--- src/rtl/elastic_skid_fifo_if.sv ---
// elastic_skid_fifo_if: valid/ready bus for elastic_skid_fifo; i_flush exists only with ELASTIC_SKID_FLUSH_EN.
// Rev 1.0
`default_nettype none

interface elastic_skid_fifo_if #(
  parameter int DW    = 8,
  parameter int DEPTH = 4
);
  localparam int CW = $clog2(DEPTH) + 1;

  logic          i_valid;
  logic          o_ready;
  logic [DW-1:0] i_data;
  logic          o_valid;
  logic          i_ready;
  logic [DW-1:0] o_data;
  logic [CW-1:0] o_count;
`ifdef ELASTIC_SKID_FLUSH_EN
  logic          i_flush;

  modport master (
    output i_valid, i_data, i_ready, i_flush,
    input  o_ready, o_valid, o_data, o_count
  );
  modport slave (
    input  i_valid, i_data, i_ready, i_flush,
    output o_ready, o_valid, o_data, o_count
  );
`else
  modport master (
    output i_valid, i_data, i_ready,
    input  o_ready, o_valid, o_data, o_count
  );
  modport slave (
    input  i_valid, i_data, i_ready,
    output o_ready, o_valid, o_data, o_count
  );
`endif

endinterface

`default_nettype wire

--- src/rtl/elastic_skid_fifo.sv ---
// elastic_skid_fifo: DEPTH-entry ring plus registered output stage, capacity DEPTH+1, fully registered outputs.
// Rev 1.0 -- optional synchronous flush enabled by ELASTIC_SKID_FLUSH_EN.
`default_nettype none

module elastic_skid_fifo #(
  parameter int DW    = 8,
  parameter int DEPTH = 4
) (
  input  logic               i_clk,
  input  logic               i_reset_n,
  elastic_skid_fifo_if.slave bus
);
  localparam int            CW    = $clog2(DEPTH) + 1;
  localparam int            AW    = $clog2(DEPTH);
  localparam logic [CW-1:0] c_cap = CW'(DEPTH + 1);

  logic [DW-1:0] r_mem [DEPTH];
  logic [AW-1:0] r_wr_ptr;
  logic [AW-1:0] r_rd_ptr;
  logic [CW-1:0] r_count;
  logic          r_valid;
  logic          r_ready;
  logic [DW-1:0] r_data;

  logic          w_accept;
  logic          w_pop;
  logic          w_load;
  logic [CW-1:0] w_ring_cnt;
  logic          w_ring_empty;
  logic          w_ring_wr;
  logic [CW-1:0] w_count_nxt;

`ifdef ELASTIC_SKID_FLUSH_EN
  assign w_accept = bus.i_valid && r_ready && !bus.i_flush;
  assign w_pop    = r_valid && bus.i_ready && !bus.i_flush;
`else
  assign w_accept = bus.i_valid && r_ready;
  assign w_pop    = r_valid && bus.i_ready;
`endif

  // The output register is always filled before the ring, so the ring holds count minus o_valid.
  assign w_ring_cnt   = r_count - CW'(r_valid);
  assign w_ring_empty = (w_ring_cnt == '0);
  assign w_load       = !r_valid || bus.i_ready;
  assign w_ring_wr    = w_accept && !(w_load && w_ring_empty);
  assign w_count_nxt  = r_count + CW'(w_accept) - CW'(w_pop);

  always_ff @(posedge i_clk or negedge i_reset_n) begin
    if (!i_reset_n) begin
      r_wr_ptr <= '0;
      r_rd_ptr <= '0;
      r_count  <= '0;
      r_valid  <= 1'b0;
      r_ready  <= 1'b0;
      r_data   <= '0;
    end
`ifdef ELASTIC_SKID_FLUSH_EN
    else if (bus.i_flush) begin
      r_wr_ptr <= '0;
      r_rd_ptr <= '0;
      r_count  <= '0;
      r_valid  <= 1'b0;
      r_ready  <= 1'b1;
      r_data   <= '0;
    end
`endif
    else begin
      r_count <= w_count_nxt;
      r_ready <= (w_count_nxt < c_cap);
      if (w_ring_wr) begin
        r_wr_ptr <= r_wr_ptr + AW'(1);
      end
      if (w_load) begin
        if (!w_ring_empty) begin
          r_data   <= r_mem[r_rd_ptr];
          r_valid  <= 1'b1;
          r_rd_ptr <= r_rd_ptr + AW'(1);
        end else if (w_accept) begin
          r_data  <= bus.i_data;
          r_valid <= 1'b1;
        end else begin
          r_data  <= '0;
          r_valid <= 1'b0;
        end
      end
    end
  end

  // Storage needs no reset: contents are only read when the count says they are valid.
  always_ff @(posedge i_clk) begin
    if (w_ring_wr) begin
      r_mem[r_wr_ptr] <= bus.i_data;
    end
  end

  assign bus.o_ready = r_ready;
  assign bus.o_valid = r_valid;
  assign bus.o_data  = r_data;
  assign bus.o_count = r_count;

endmodule

`default_nettype wire
--- src/flat_wrapper.sv ---
// flat-port wrapper written by rule: the top's interface ports become plain ports
module elastic_skid_fifo_flat 
#(
  parameter int DW    = 8,
  parameter int DEPTH = 4
)
  (i_clk, i_reset_n, bus_i_valid, bus_i_data, bus_i_ready, bus_o_ready, bus_o_valid, bus_o_data, bus_o_count);
  elastic_skid_fifo_if #(.DW(DW), .DEPTH(DEPTH)) bus_i ();
  input  logic i_clk;
  input  logic i_reset_n;
  input wire logic [$bits(bus_i.i_valid)-1:0] bus_i_valid;
  input wire logic [$bits(bus_i.i_data)-1:0] bus_i_data;
  input wire logic [$bits(bus_i.i_ready)-1:0] bus_i_ready;
  output wire logic [$bits(bus_i.o_ready)-1:0] bus_o_ready;
  output wire logic [$bits(bus_i.o_valid)-1:0] bus_o_valid;
  output wire logic [$bits(bus_i.o_data)-1:0] bus_o_data;
  output wire logic [$bits(bus_i.o_count)-1:0] bus_o_count;
  assign bus_i.i_valid = bus_i_valid;
  assign bus_i.i_data = bus_i_data;
  assign bus_i.i_ready = bus_i_ready;
  assign bus_o_ready = bus_i.o_ready;
  assign bus_o_valid = bus_i.o_valid;
  assign bus_o_data = bus_i.o_data;
  assign bus_o_count = bus_i.o_count;
  elastic_skid_fifo #(.DW(DW), .DEPTH(DEPTH)) u_core (.i_clk(i_clk), .i_reset_n(i_reset_n), .bus(bus_i));
endmodule
--- config.mk ---
export PLATFORM = sky130hd
export DESIGN_NAME = elastic_skid_fifo_flat
export DESIGN_NICKNAME = d
export VERILOG_FILES = /design/src/rtl/elastic_skid_fifo_if.sv /design/src/rtl/elastic_skid_fifo.sv /design/src/flat_wrapper.sv
export SDC_FILE = /design/constraint.sdc
export NUM_CORES = 1
export LEC_CHECK = 0
export ABC_AREA = 1
export BUFFER_PORTS_ARGS = -buffer_cell sky130_fd_sc_hd__buf_4
export CELL_PAD_IN_SITES_DETAIL_PLACEMENT = 1
export CELL_PAD_IN_SITES_GLOBAL_PLACEMENT = 1
export CORE_UTILIZATION = 50
export CTS_BUF_LIST = sky130_fd_sc_hd__clkbuf_4 sky130_fd_sc_hd__clkbuf_8
export CTS_CLUSTER_DIAMETER = 30
export DETAILED_ROUTE_END_ITERATION = 7
export PLACE_DENSITY_LB_ADDON = 0.1
export SLEW_MARGIN = 25
export SYNTH_ARGS = -nofsm -noshare
export SYNTH_HDL_FRONTEND = slang
export SYNTH_SLANG_ARGS = --single-unit
--- constraint.sdc ---
create_clock -name i_clk -period 4.3 [get_ports i_clk]
set_input_delay 0.43 -clock i_clk [delete_from_list [all_inputs] [get_ports i_clk]]
set_output_delay 0.43 -clock i_clk [all_outputs]
set_load 0.02 [all_outputs]
==> run_summary.xml, run 1 <==
<?xml version="1.0" encoding="UTF-8"?>
<metrics>
  <group name="floorplanning">
    <metric name="io-pin-count" unit="">25</metric>
    <metric name="row_count" unit="">24</metric>
    <metric name="initial_core_util" unit="%">52.78</metric>
    <metric name="floorplan.die.height" unit="um">70.26</metric>
    <metric name="chipWidth" unit="um">70.26</metric>
    <metric name="placeableCoreArea" unit="um2">4414</metric>
    <metric name="die-area" unit="um2">4936</metric>
  </group>
  <group name="timing">
    <metric name="postLayoutSetupSlackWorst" unit="ns">2.212</metric>
    <metric name="fin_worst_skew" unit="ns">0.005033</metric>
    <metric name="layout_min_cycle_time" unit="ns">2.088</metric>
    <metric name="final.setup.tns" unit="ns">0</metric>
    <metric name="finalSetupViolations" unit="">0</metric>
    <metric name="finalHoldViolations" unit="">0</metric>
    <metric name="relSlewSlack" unit="%">43.75</metric>
    <metric name="grt_setup_unrepaired" unit="">no</metric>
    <metric name="worstMarginPinSlew" unit="ns">0.8406</metric>
    <metric name="finalCritPeriodShare" unit="%">48.55</metric>
    <metric name="timing_max_transition_violations_final" unit="">0</metric>
    <metric name="max_clock_freq" unit="MHz">479.0</metric>
  </group>
  <group name="critical_path">
    <metric name="crit_required" unit="ns">4.48</metric>
    <metric name="crit_type" unit="">reg2reg</metric>
    <metric name="cp-start-kind" unit="">register</metric>
    <metric name="reg2reg_slack" unit="ns">2.21</metric>
    <metric name="worst_setup_path_end_kind" unit="">register</metric>
    <metric name="timing.rr.end" unit="">u_core.bus.o_ready$_DFF_PN0_</metric>
    <metric name="number_of_cells_traversed_by_the_worst_register_to_register_path" unit="">10</metric>
    <metric name="worstPathMaxFanout" unit="">4</metric>
    <metric name="worst_r2r_startpoint" unit="">u_core.bus.o_valid$_DFFE_PN0N_</metric>
    <metric name="timing.critical_path.arrival" unit="ns">2.27</metric>
  </group>
  <group name="routing">
    <metric name="post_drt_wl_per_cell" unit="um">16.09</metric>
    <metric name="drt_first_pass_iters" unit="">4</metric>
    <metric name="dr_total_vias" unit="">1630</metric>
    <metric name="wirelength" unit="um">5213</metric>
    <metric name="drt_drc_violations_left" unit="">0</metric>
    <metric name="route.detailed.vias_per_inst" unit="">5.031</metric>
    <metric name="drtIter0Drc" unit="">81</metric>
    <metric name="antenna_violating_nets_post_route" unit="">0</metric>
  </group>
  <group name="cts">
    <metric name="cts_hold_buf" unit="">1</metric>
    <metric name="maximum_number_of_buffers_from_clock_root_to_sink" unit="">2</metric>
    <metric name="cts.sinks" unit="">49</metric>
    <metric name="ctsHtreeMaxLevel" unit="">2</metric>
    <metric name="cts_repair_resize_count" unit="">0</metric>
    <metric name="cts_buf_count" unit="">5</metric>
    <metric name="post_cts.repair.setup_buffers" unit="">0</metric>
    <metric name="clk_pin_slew" unit="ns">0.09</metric>
    <metric name="clk_root_buffer_cell" unit="">clkbuf_8</metric>
    <metric name="cts_tree" unit="">built</metric>
    <metric name="clkLatencyLatePin" unit="ns">0.30</metric>
  </group>
  <group name="grt">
    <metric name="grt_start_max_net_pins" unit="">19</metric>
    <metric name="grt_first_pass_wirelength" unit="um">8397</metric>
    <metric name="grt_use_total" unit="%">23.14</metric>
    <metric name="grt_pass1_vias" unit="">1734</metric>
    <metric name="antenna_found_initial" unit="">0</metric>
    <metric name="globalRouteOverflowTotal" unit="">0</metric>
  </group>
  <group name="flow_run">
    <metric name="drv_cap" unit="">0</metric>
  </group>
  <group name="status">
    <metric name="outcome" unit="">complete, no violations</metric>
  </group>
  <group name="hold_path">
    <metric name="worstHoldPathType" unit="">in2reg</metric>
    <metric name="cell_depth_of_the_worst_hold_path" unit="">1</metric>
    <metric name="hold_path_startpoint" unit="">bus_i_data[2]</metric>
    <metric name="hold-path-endpoint" unit="">u_core.r_mem[3][2]$_DFFE_PP_</metric>
  </group>
  <group name="synthesis">
    <metric name="ys_types" unit="">23</metric>
    <metric name="synth-compound-area-share" unit="%">0.2148</metric>
    <metric name="synth_xor_area_share" unit="%">1.504</metric>
    <metric name="number_of_synthesized_register_bits" unit="">49</metric>
    <metric name="dominant_combinational_cell_family_by_area_after_synthesis" unit="">simple AND/OR/NAND/NOR gates</metric>
    <metric name="post_synth_instance_area" unit="um2">2330</metric>
    <metric name="synthesis.area_per_instance" unit="um2">9.587</metric>
    <metric name="synth-adder-area-share" unit="%">4.619</metric>
    <metric name="netlist_instances" unit="">243</metric>
    <metric name="seq_area_frac_synth" unit="%">59.51</metric>
    <metric name="synth_fp_nets" unit="">263</metric>
    <metric name="yosys_warnings" unit="">0</metric>
    <metric name="multiplexer_fraction_of_the_synthesized_cell_area" unit="%">0</metric>
    <metric name="synthSimpleGateAreaFrac" unit="%">24.76</metric>
  </group>
  <group name="layout">
    <metric name="layout_commonest_cell" unit="">nand2_1</metric>
    <metric name="syn_to_final_growth" unit="%">13.86</metric>
    <metric name="diodes" unit="">0</metric>
    <metric name="post-route-util" unit="%">60.09</metric>
    <metric name="final_cell_mix" unit="">nand2_1 (90), inv_1 (40), edfxtp_1 (32)</metric>
    <metric name="fin_cells" unit="">324</metric>
    <metric name="drive_above_1_share" unit="%">16.91</metric>
    <metric name="final_net_count" unit="">291</metric>
  </group>
  <group name="place">
    <metric name="place.port_buffers" unit="">24</metric>
    <metric name="hpwlAfterDp" unit="um">3630</metric>
    <metric name="dp_worst_setup_slack" unit="ns">2.102</metric>
    <metric name="gp_congestion" unit="">0.7420</metric>
    <metric name="dp_cells" unit="">315</metric>
  </group>
  <group name="power">
    <metric name="power-per-cell-area" unit="nW/um2">695.8</metric>
    <metric name="power.static_leakage" unit="nW">1.296</metric>
    <metric name="vdd_drop_max" unit="mV">0.3596</metric>
  </group>
</metrics>
## kinds of logic after synthesis
group,Yosys count
compound gates,1
xor+xnor,4
fa+ha+maj,8
buf+inv,49
flops,49
simple gates,132
## where the power goes
group | internal [mW] | switching, mW
sequential | 0.638 | 0.122
clock | 0.171 | 0.151
combinational | 0.275 | 0.488
total | 1.08 | 0.761
## final cells by class
class	count	area [um2]
inverter	45	176.4
clock buffer	5	68.82
clock inverter	3	41.29
sequential	49	1386
timing repair buffer	25	190.2
fill	507	1762
multi-input combinational	145	724.4
tap	52	65.06
## cells in the mapped netlist (all sizes together)
master	number	area (um2)
nand3	20	115.1
o21ai	1	5.000
dfrtp	17	425.4
buf	4	42.53
or2	1	6.260
edfxtp	32	960.9
nand2	94	367.8
inv	45	176.4
fa	1	20.02
xnor2	2	17.52
xor2	2	17.52
nor2	17	87.58
ha	7	87.58
## state kept, by name, summed over array words and instances (netlist names)
signal	cells
u_core.r_rd_ptr	2
u_core.bus.o_valid	1
u_core.bus.o_count	3
u_core.r_mem	32
u_core.bus.o_ready	1
u_core.r_wr_ptr	2
u_core.bus.o_data	8
## how the worst max path moves through the flow
stage	from	end	slack (ns)	cells past startpoint
floorplan	u_core.bus.o_valid$_DFFE_PN0N_	u_core.bus.o_ready$_DFF_PN0_	2.35	10
global placement	bus_i_ready	u_core.bus.o_ready$_DFF_PN0_	2.18	11
detailed placement	bus_i_ready	u_core.bus.o_ready$_DFF_PN0_	2.10	11
CTS	u_core.bus.o_valid$_DFFE_PN0N_	u_core.bus.o_ready$_DFF_PN0_	2.19	10
global route	u_core.bus.o_valid$_DFFE_PN0N_	u_core.bus.o_ready$_DFF_PN0_	2.08	10
finish	u_core.bus.o_valid$_DFFE_PN0N_	u_core.bus.o_ready$_DFF_PN0_	2.21	10
## through the flow
step / area [um2] / hold WS, ns / total power [mW]
after detailed placement: 2532 / 0.3176 / 1.538
after CTS: 2653 / 0.3283 / 1.869
after global placement: 2532 / 0.3157 / 1.499
after floorplan: 2330 / 0.1344 / 1.284
after global routing: 2653 / 0.3267 / 1.976
final: 2653 / 0.3385 / 1.846
## worst max-delay path, cell delays in order, from the launching register on
cell and delay, ns:
dfrtp_1 0.43, nand2_1 0.10, inv_1 0.05, ha_1 0.27, inv_1 0.06, ha_1 0.14, inv_1 0.05, fa_1 0.37
xnor2_1 0.18, xor2_1 0.23, nand2_1 0.09
## layer usage
metal | GRT usage, % | vias to the layer above | routed length (um)
met5 | 0 | - | 0
met4 | 7.778 | 0 | 93
met3 | 4.906 | 9 | 152
met2 | 39.79 | 29 | 2662
met1 | 28.86 | 798 | 2303
li1 | - | 794 | -
Power figures use the tool's default switching activity.
==> run 2: changes to the inputs <==
ABC_AREA = 0   (was 1)
clock period = 2 ns   (was 4.3 ns; I/O delays follow)
==> run_summary.xml, run 2 <==
<?xml version="1.0" encoding="UTF-8"?>
<metrics>
  <group name="critical_path">
    <metric name="worstPathMaxFanout" unit="">8</metric>
    <metric name="worst_setup_path_end_kind" unit="">register</metric>
    <metric name="cp-start-kind" unit="">register</metric>
    <metric name="cp_slowest_stage_delay" unit="ns">0.43</metric>
    <metric name="crit_required" unit="ns">2.01</metric>
    <metric name="critical_path.slowest_cell" unit="">dfrtp_2</metric>
    <metric name="timing.critical_path.arrival" unit="ns">1.97</metric>
    <metric name="crit_type" unit="">reg2reg</metric>
    <metric name="timing.critical_path.cells" unit="">buf_4 &gt; ha_1 &gt; nor2b_1 &gt; a31oi_4 &gt; and2_4</metric>
  </group>
  <group name="synthesis">
    <metric name="synthesis.area_per_instance" unit="um2">15.74</metric>
    <metric name="netlist_instances" unit="">132</metric>
    <metric name="post_synth_instance_area" unit="um2">2078</metric>
    <metric name="synth_flop_cell" unit="">edfxtp_1</metric>
    <metric name="post_synth_main_area_contributors" unit="">edfxtp_1 (46%), dfrtp_1 (20%), mux4_2 (8.7%)</metric>
    <metric name="yosys_warnings" unit="">0</metric>
    <metric name="synth_fp_nets" unit="">152</metric>
    <metric name="synth_top_cells_by_count" unit="">edfxtp_1 (32), dfrtp_1 (17), o21ai_0 (10)</metric>
    <metric name="ys_types" unit="">24</metric>
    <metric name="seq_area_frac_synth" unit="%">66.71</metric>
    <metric name="synth.most_common_cell" unit="">edfxtp_1</metric>
    <metric name="number_of_synthesized_register_bits" unit="">49</metric>
    <metric name="async_reset_ff_share" unit="%">34.69</metric>
    <metric name="synthDominantAreaCellType" unit="">edfxtp_1</metric>
    <metric name="synth_top_area_share" unit="%">46.24</metric>
    <metric name="synth_enable_flop_cells" unit="">32</metric>
  </group>
  <group name="timing">
    <metric name="max_clock_freq" unit="MHz">510.1</metric>
    <metric name="finalCritPeriodShare" unit="%">98.01</metric>
    <metric name="relSlewSlack" unit="%">70.37</metric>
    <metric name="finalSetupViolations" unit="">0</metric>
    <metric name="timing_max_transition_violations_final" unit="">0</metric>
    <metric name="fin_worst_skew" unit="ns">0.006282</metric>
    <metric name="final.setup.tns" unit="ns">0</metric>
    <metric name="layout_min_cycle_time" unit="ns">1.960</metric>
    <metric name="worstMarginPinSlew" unit="ns">0.4445</metric>
    <metric name="finalHoldViolations" unit="">0</metric>
  </group>
  <group name="place">
    <metric name="hpwlAfterDp" unit="um">3025</metric>
    <metric name="gp_congestion" unit="">0.7170</metric>
    <metric name="place.port_buffers" unit="">24</metric>
  </group>
  <group name="routing">
    <metric name="antenna_violating_nets_post_route" unit="">0</metric>
    <metric name="dr_total_vias" unit="">1278</metric>
    <metric name="drt_drc_violations_left" unit="">0</metric>
    <metric name="wirelength" unit="um">4563</metric>
    <metric name="drtIter0Drc" unit="">54</metric>
    <metric name="route.detailed.vias_per_inst" unit="">5.836</metric>
    <metric name="drt_first_pass_iters" unit="">5</metric>
    <metric name="post_drt_wl_per_cell" unit="um">20.84</metric>
  </group>
  <group name="floorplanning">
    <metric name="floorplan.die.height" unit="um">66.47</metric>
    <metric name="initial_core_util" unit="%">51.95</metric>
    <metric name="io-pin-count" unit="">25</metric>
    <metric name="chipWidth" unit="um">66.47</metric>
    <metric name="row_count" unit="">23</metric>
    <metric name="die-area" unit="um2">4418</metric>
    <metric name="placeableCoreArea" unit="um2">4000</metric>
  </group>
  <group name="layout">
    <metric name="syn_to_final_growth" unit="%">21.43</metric>
    <metric name="footprint_of_the_multi_input_gates" unit="um2">695.7</metric>
    <metric name="diodes" unit="">0</metric>
    <metric name="drive_above_1_share" unit="%">38.46</metric>
    <metric name="post-route-util" unit="%">63.09</metric>
    <metric name="final_cell_mix" unit="">buf_4 (34), edfxtp_1 (32), dfrtp_1 (16)</metric>
    <metric name="regArea" unit="um2">1388</metric>
    <metric name="final_net_count" unit="">188</metric>
    <metric name="final.fill_count" unit="">373</metric>
    <metric name="largest_register" unit="">u_core.r_mem</metric>
    <metric name="layout_commonest_cell" unit="">buf_4</metric>
    <metric name="largest_register_ff_count" unit="">32</metric>
  </group>
  <group name="grt">
    <metric name="grt_use_total" unit="%">23.94</metric>
    <metric name="antenna_found_initial" unit="">0</metric>
    <metric name="globalRouteOverflowTotal" unit="">0</metric>
    <metric name="grt_first_pass_wirelength" unit="um">7086</metric>
    <metric name="grt_start_max_net_pins" unit="">20</metric>
    <metric name="grt_pass1_vias" unit="">1267</metric>
  </group>
  <group name="cts">
    <metric name="maximum_number_of_buffers_from_clock_root_to_sink" unit="">2</metric>
    <metric name="clk_pin_slew" unit="ns">0.09</metric>
    <metric name="cts_tree" unit="">built</metric>
    <metric name="cts.sinks" unit="">49</metric>
    <metric name="ctsHtreeMaxLevel" unit="">2</metric>
    <metric name="clk_root_buffer_cell" unit="">clkbuf_8</metric>
    <metric name="cts_buf_count" unit="">5</metric>
    <metric name="clkLatencyLatePin" unit="ns">0.30</metric>
  </group>
  <group name="power">
    <metric name="vdd_drop_max" unit="mV">0.7601</metric>
    <metric name="power-per-cell-area" unit="nW/um2">1654</metric>
    <metric name="power.static_leakage" unit="nW">0.9523</metric>
  </group>
  <group name="hold_path">
    <metric name="worstHoldPathType" unit="">in2reg</metric>
  </group>
  <group name="flow_run">
    <metric name="drv_cap" unit="">0</metric>
  </group>
  <group name="status">
    <metric name="outcome" unit="">complete, no violations</metric>
  </group>
</metrics>
[run 2: changes by cell type after synthesis, moves of 5 or more]
cell	before	now
nand4_1	0	9
inv_1	40	6
mux4_2	0	8
nor2_1	15	8
nand2_1	90	1
and2_1	0	5
nand3_1	17	0
o21ai_0	0	10
a31oi_1	0	8
[run 2: kinds of logic after synthesis]
group,after synthesis,synth area share [%]
and+or+nand+nor,26,6.743
muxes,9,9.392
buffers and inverters,13,2.468
DFF,49,66.71
xor gates and xnor gates,7,3.311
adders and majority gates,8,5.177
AOI/OAI and AO/OA,20,6.201
[run 2: layout make-up]
type / count / area share [%]
multi-input cells: 70 / 27.57
clock inverters: 3 / 0.6941
inverters: 7 / 1.041
well taps: 50 / 2.479
repair buffers: 35 / 10.51
clock buffers: 5 / 2.727
flip-flops and latches: 49 / 54.98
[run 2: routing by layer]
metal,routed length [um],vias to the layer above,global-route usage [%]
li1,-,569,-
met1,1983,673,32.09
met2,2350,29,39.29
met3,175,7,5.137
met4,53,0,7.181
met5,0,-,0
[run 2: where the power goes]
part | switching (mW) | total (mW) | internal (mW) | leakage (nW)
Combinational | 1.07 | 2.00 | 0.925 | 0.424
Sequential | 0.214 | 1.60 | 1.39 | 0.483
Clock | 0.333 | 0.575 | 0.242 | 0.0455
[run 2: path summary, 6_finish.rpt]
path                       cells past startpoint                                to  slack (ns)                        startpoint
setup / recovery                               5      u_core.r_mem[0][7]$_DFFE_PP_        0.04    u_core.bus.o_valid$_DFFE_PN0N_
hold / removal                                 1      u_core.r_mem[2][6]$_DFFE_PP_        0.10                     bus_i_data[6]
setup reg to reg                               5      u_core.r_mem[0][7]$_DFFE_PP_        0.04    u_core.bus.o_valid$_DFFE_PN0N_
hold reg to reg                                2  u_core.bus.o_data[6]$_DFFE_PN0N_        0.56  u_core.bus.o_data[6]$_DFFE_PN0N_
max in group asynchronous                      2    u_core.bus.o_valid$_DFFE_PN0N_        1.49                         i_reset_n
min in group asynchronous                      2   u_core.bus.o_count[0]$_DFF_PN0_        0.30                         i_reset_n
[run 2: worst max-delay path: cells and delay by family, from the launching register on]
family	cells	cell delay, ns
AND/OR/NAND/NOR	2	0.49
flip-flops	1	0.43
adder cells (fa/ha/maj)	1	0.31
AO/OA/AOI/OAI	1	0.29
buffers and inverters	1	0.15
[run 2: what timing repair did]
action,in CTS,in global routing
gates resized for setup,1,13
endpoints found under the hold margin,17,0
pin swaps,2,5
endpoints found under the setup margin,1,34
hold buffers,1,0
buffers inserted,2,2
[run 2: stage by stage]
stage | std cells | hold WS (ns) | power [mW] | cell area [um2] | worst slack (ns)
after floorplan | 132 | -0.09559 | 2.689 | 2085 | 0.02030
final | 219 | 0.1014 | 4.174 | 2524 | 0.03973
after global placement | 206 | 0.07937 | 3.299 | 2347 | 0.04440
after global routing | 219 | 0.09893 | 4.453 | 2524 | -0.03605
after detailed placement | 206 | 0.09382 | 3.407 | 2347 | -0.07575
after CTS | 217 | 0.09524 | 4.045 | 2459 | -0.04058
==> run 3: changes to the inputs <==
--- a/config.mk
+++ b/config.mk
@@ -6,10 +6,10 @@
 export NUM_CORES = 1
 export LEC_CHECK = 0
-export ABC_AREA = 0
+export ABC_AREA = 1
 export BUFFER_PORTS_ARGS = -buffer_cell sky130_fd_sc_hd__buf_4
 export CELL_PAD_IN_SITES_DETAIL_PLACEMENT = 1
 export CELL_PAD_IN_SITES_GLOBAL_PLACEMENT = 1
-export CORE_UTILIZATION = 50
-export CTS_BUF_LIST = sky130_fd_sc_hd__clkbuf_4 sky130_fd_sc_hd__clkbuf_8
+export CORE_UTILIZATION = 47
+export CTS_BUF_LIST = sky130_fd_sc_hd__clkbuf_2 sky130_fd_sc_hd__clkbuf_4 sky130_fd_sc_hd__clkbuf_8
 export CTS_CLUSTER_DIAMETER = 30
 export DETAILED_ROUTE_END_ITERATION = 7
==> constraint.sdc (replaced) <==
create_clock -name i_clk -period 2 [get_ports i_clk]
set_input_delay 0.2 -clock i_clk [delete_from_list [all_inputs] [get_ports i_clk]]
set_output_delay 0.2 -clock i_clk [all_outputs]
set_load 0.1 [all_outputs]
==> run_summary.xml, run 3 (synthesis results as in run 1) <==
<?xml version="1.0" encoding="UTF-8"?>
<metrics>
  <group name="grt">
    <metric name="grt_first_pass_wirelength" unit="um">8397</metric>
    <metric name="antenna_found_initial" unit="">0</metric>
    <metric name="grt_start_max_net_pins" unit="">18</metric>
    <metric name="grt_pass1_vias" unit="">1781</metric>
    <metric name="globalRouteOverflowTotal" unit="">0</metric>
    <metric name="grt_use_total" unit="%">22.10</metric>
  </group>
  <group name="flow_run">
    <metric name="drv_cap" unit="">0</metric>
  </group>
  <group name="critical_path">
    <metric name="cp_slowest_stage_delay" unit="ns">0.53</metric>
    <metric name="timing.critical_path.arrival" unit="ns">2.23</metric>
    <metric name="timing.critical_path.cells" unit="">nand2_2 &gt; inv_2 &gt; ha_4 &gt; inv_2 &gt; ha_4 &gt; inv_2 &gt; fa_2 &gt; inv_2 &gt; or2_2 &gt; nand2_1</metric>
    <metric name="crit_top_cell" unit="">inv_2</metric>
    <metric name="cp-start-kind" unit="">register</metric>
    <metric name="worst_setup_path_end_kind" unit="">register</metric>
    <metric name="crit_required" unit="ns">2.24</metric>
    <metric name="critical_path.slowest_cell" unit="">fa_2</metric>
    <metric name="worstPathMaxFanout" unit="">2</metric>
    <metric name="crit_type" unit="">reg2reg</metric>
  </group>
  <group name="hold_path">
    <metric name="worstHoldPathType" unit="">in2reg</metric>
  </group>
  <group name="floorplanning">
    <metric name="initial_core_util" unit="%">49.00</metric>
    <metric name="placeableCoreArea" unit="um2">4755</metric>
    <metric name="die-area" unit="um2">5242</metric>
    <metric name="io-pin-count" unit="">25</metric>
    <metric name="floorplan.die.height" unit="um">72.41</metric>
    <metric name="row_count" unit="">25</metric>
    <metric name="chipWidth" unit="um">72.41</metric>
  </group>
  <group name="power">
    <metric name="power.static_leakage" unit="nW">1.347</metric>
    <metric name="total_power" unit="mW">4.938</metric>
    <metric name="power-per-cell-area" unit="nW/um2">1750</metric>
    <metric name="vdd_drop_max" unit="mV">0.9506</metric>
  </group>
  <group name="timing">
    <metric name="finalCritPeriodShare" unit="%">99.76</metric>
    <metric name="fin_worst_skew" unit="ns">0.004995</metric>
    <metric name="finalSetupViolations" unit="">0</metric>
    <metric name="relSlewSlack" unit="%">59.62</metric>
    <metric name="grt_setup_unrepaired" unit="">yes</metric>
    <metric name="whs" unit="ns">0.1079</metric>
    <metric name="finalHoldViolations" unit="">0</metric>
    <metric name="max_clock_freq" unit="MHz">501.2</metric>
    <metric name="worstMarginPinSlew" unit="ns">0.6058</metric>
    <metric name="timing_max_transition_violations_final" unit="">0</metric>
    <metric name="layout_min_cycle_time" unit="ns">1.995</metric>
  </group>
  <group name="layout">
    <metric name="layout_commonest_cell" unit="">nand2_1</metric>
    <metric name="drive_above_1_share" unit="%">26.07</metric>
    <metric name="footprint_of_the_multi_input_gates" unit="um2">772.0</metric>
    <metric name="final_net_count" unit="">299</metric>
    <metric name="largest_register_ff_count" unit="">32</metric>
    <metric name="syn_to_final_growth" unit="%">21.16</metric>
    <metric name="largest_register" unit="">u_core.r_mem</metric>
    <metric name="finish.instance_area" unit="um2">2823</metric>
    <metric name="diodes" unit="">0</metric>
    <metric name="final_cell_mix" unit="">nand2_1 (89), inv_1 (36), edfxtp_1 (32)</metric>
    <metric name="final.fill_count" unit="">559</metric>
    <metric name="regArea" unit="um2">1400</metric>
  </group>
  <group name="place">
    <metric name="placed_cell_area" unit="um2">2660</metric>
    <metric name="place.port_buffers" unit="">24</metric>
    <metric name="gp_congestion" unit="">0.7633</metric>
    <metric name="hpwlAfterDp" unit="um">3538</metric>
  </group>
  <group name="cts">
    <metric name="cts_tree" unit="">built</metric>
    <metric name="maximum_number_of_buffers_from_clock_root_to_sink" unit="">2</metric>
    <metric name="cts.sinks" unit="">49</metric>
    <metric name="clkLatencyLatePin" unit="ns">0.29</metric>
    <metric name="ctsHtreeMaxLevel" unit="">2</metric>
    <metric name="clk_root_buffer_cell" unit="">clkbuf_8</metric>
    <metric name="post_cts.repair.setup_buffers" unit="">0</metric>
    <metric name="clk_pin_slew" unit="ns">0.09</metric>
    <metric name="cts_buf_count" unit="">5</metric>
  </group>
  <group name="routing">
    <metric name="route.detailed.vias_per_inst" unit="">4.697</metric>
    <metric name="antenna_violating_nets_post_route" unit="">0</metric>
    <metric name="wirelength" unit="um">5214</metric>
    <metric name="drt_first_pass_iters" unit="">4</metric>
    <metric name="dr_total_vias" unit="">1630</metric>
    <metric name="drt_drc_violations_left" unit="">0</metric>
    <metric name="post_drt_wl_per_cell" unit="um">15.03</metric>
    <metric name="drtIter0Drc" unit="">46</metric>
  </group>
  <group name="status">
    <metric name="outcome" unit="">complete, no violations</metric>
  </group>
</metrics>
run 3: cell count changes in the layout (fill, tap and decap cells not counted), sizes merged, moves of 5 or more:
cell,delta
nand2,+93
inv,+40
nand3,+20
a31oi,-9
nand4,-9
nor2,+9
o21ai,-9
mux4,-8
and2,-5
run 3: layer usage:
layer	GRT usage, %	vias up	share of wire [%]
met5	0	-	0
met4	8.279	0	1.2
met3	3.889	6	1.7
met2	38.42	18	52
met1	27.52	791	45
li1	-	815	-
run 3: path summary, 6_finish.rpt:
kind | startpoint | to | slack [ns] | cells past startpoint
min in group asynchronous | i_reset_n | u_core.bus.o_data[1]$_DFFE_PN0N_ | 0.31 | 2
min reg2reg | u_core.bus.o_data[6]$_DFFE_PN0N_ | u_core.bus.o_data[6]$_DFFE_PN0N_ | 0.50 | 2
max in group asynchronous | i_reset_n | u_core.bus.o_count[0]$_DFF_PN0_ | 1.46 | 2
max | u_core.bus.o_valid$_DFFE_PN0N_ | u_core.bus.o_ready$_DFF_PN0_ | 0.005 | 10
min | bus_i_data[7] | u_core.r_mem[3][7]$_DFFE_PP_ | 0.11 | 1
max reg2reg | u_core.bus.o_valid$_DFFE_PN0N_ | u_core.bus.o_ready$_DFF_PN0_ | 0.005 | 10
run 3: stage by stage:
| stage | std cells | setup TNS, ns | util (%) | setup WS, ns |
|---|---|---|---|---|
| 3_5_place_dp | 338 | 0 | 55.95 | 0.01593 |
| 2_1_floorplan | 243 | -0.1304 | - | -0.09851 |
| 5_1_grt | 347 | -0.06426 | 59.37 | -0.06426 |
| 4_1_cts | 347 | -0.02627 | 58.58 | -0.02627 |
| 3_3_place_gp | 338 | 0 | 55.95 | 0.04966 |
| 6_report | 347 | 0 | 59.37 | 0.004892 |
run 3: layout make-up:
| type | count | share of cell area [%] |
|---|---|---|
| Timing Repair Buffer | 33 | 9.752 |
| Sequential cell | 49 | 49.60 |
| Clock inverter | 2 | 1.374 |
| Multi-Input combinational cell | 145 | 27.35 |
| Clock buffer | 6 | 2.704 |
| Tap cell | 67 | 2.970 |
| Inverter | 45 | 6.250 |
run 3: repair_timing:
action,4_1_cts,5_1_grt
pin swaps,0,6
hold endpoints to repair,17,0
gates resized for setup,0,10
hold buffers,1,0
endpoints found under the setup margin,1,2
run 3: critical path, delay by kind of cell (launching register included):
kind / cells / cell delay (ns)
buf+inv: 4 / 0.18
fa+ha+maj: 3 / 0.88
simple gates: 3 / 0.39
flops: 1 / 0.49
run 3: where the power goes:
part           switching (mW)  internal (mW)  total (mW)
registers               0.242           1.39        1.63
logic                    1.85          0.736        2.59
clock network           0.325          0.392       0.716
total                    2.42           2.52        4.94
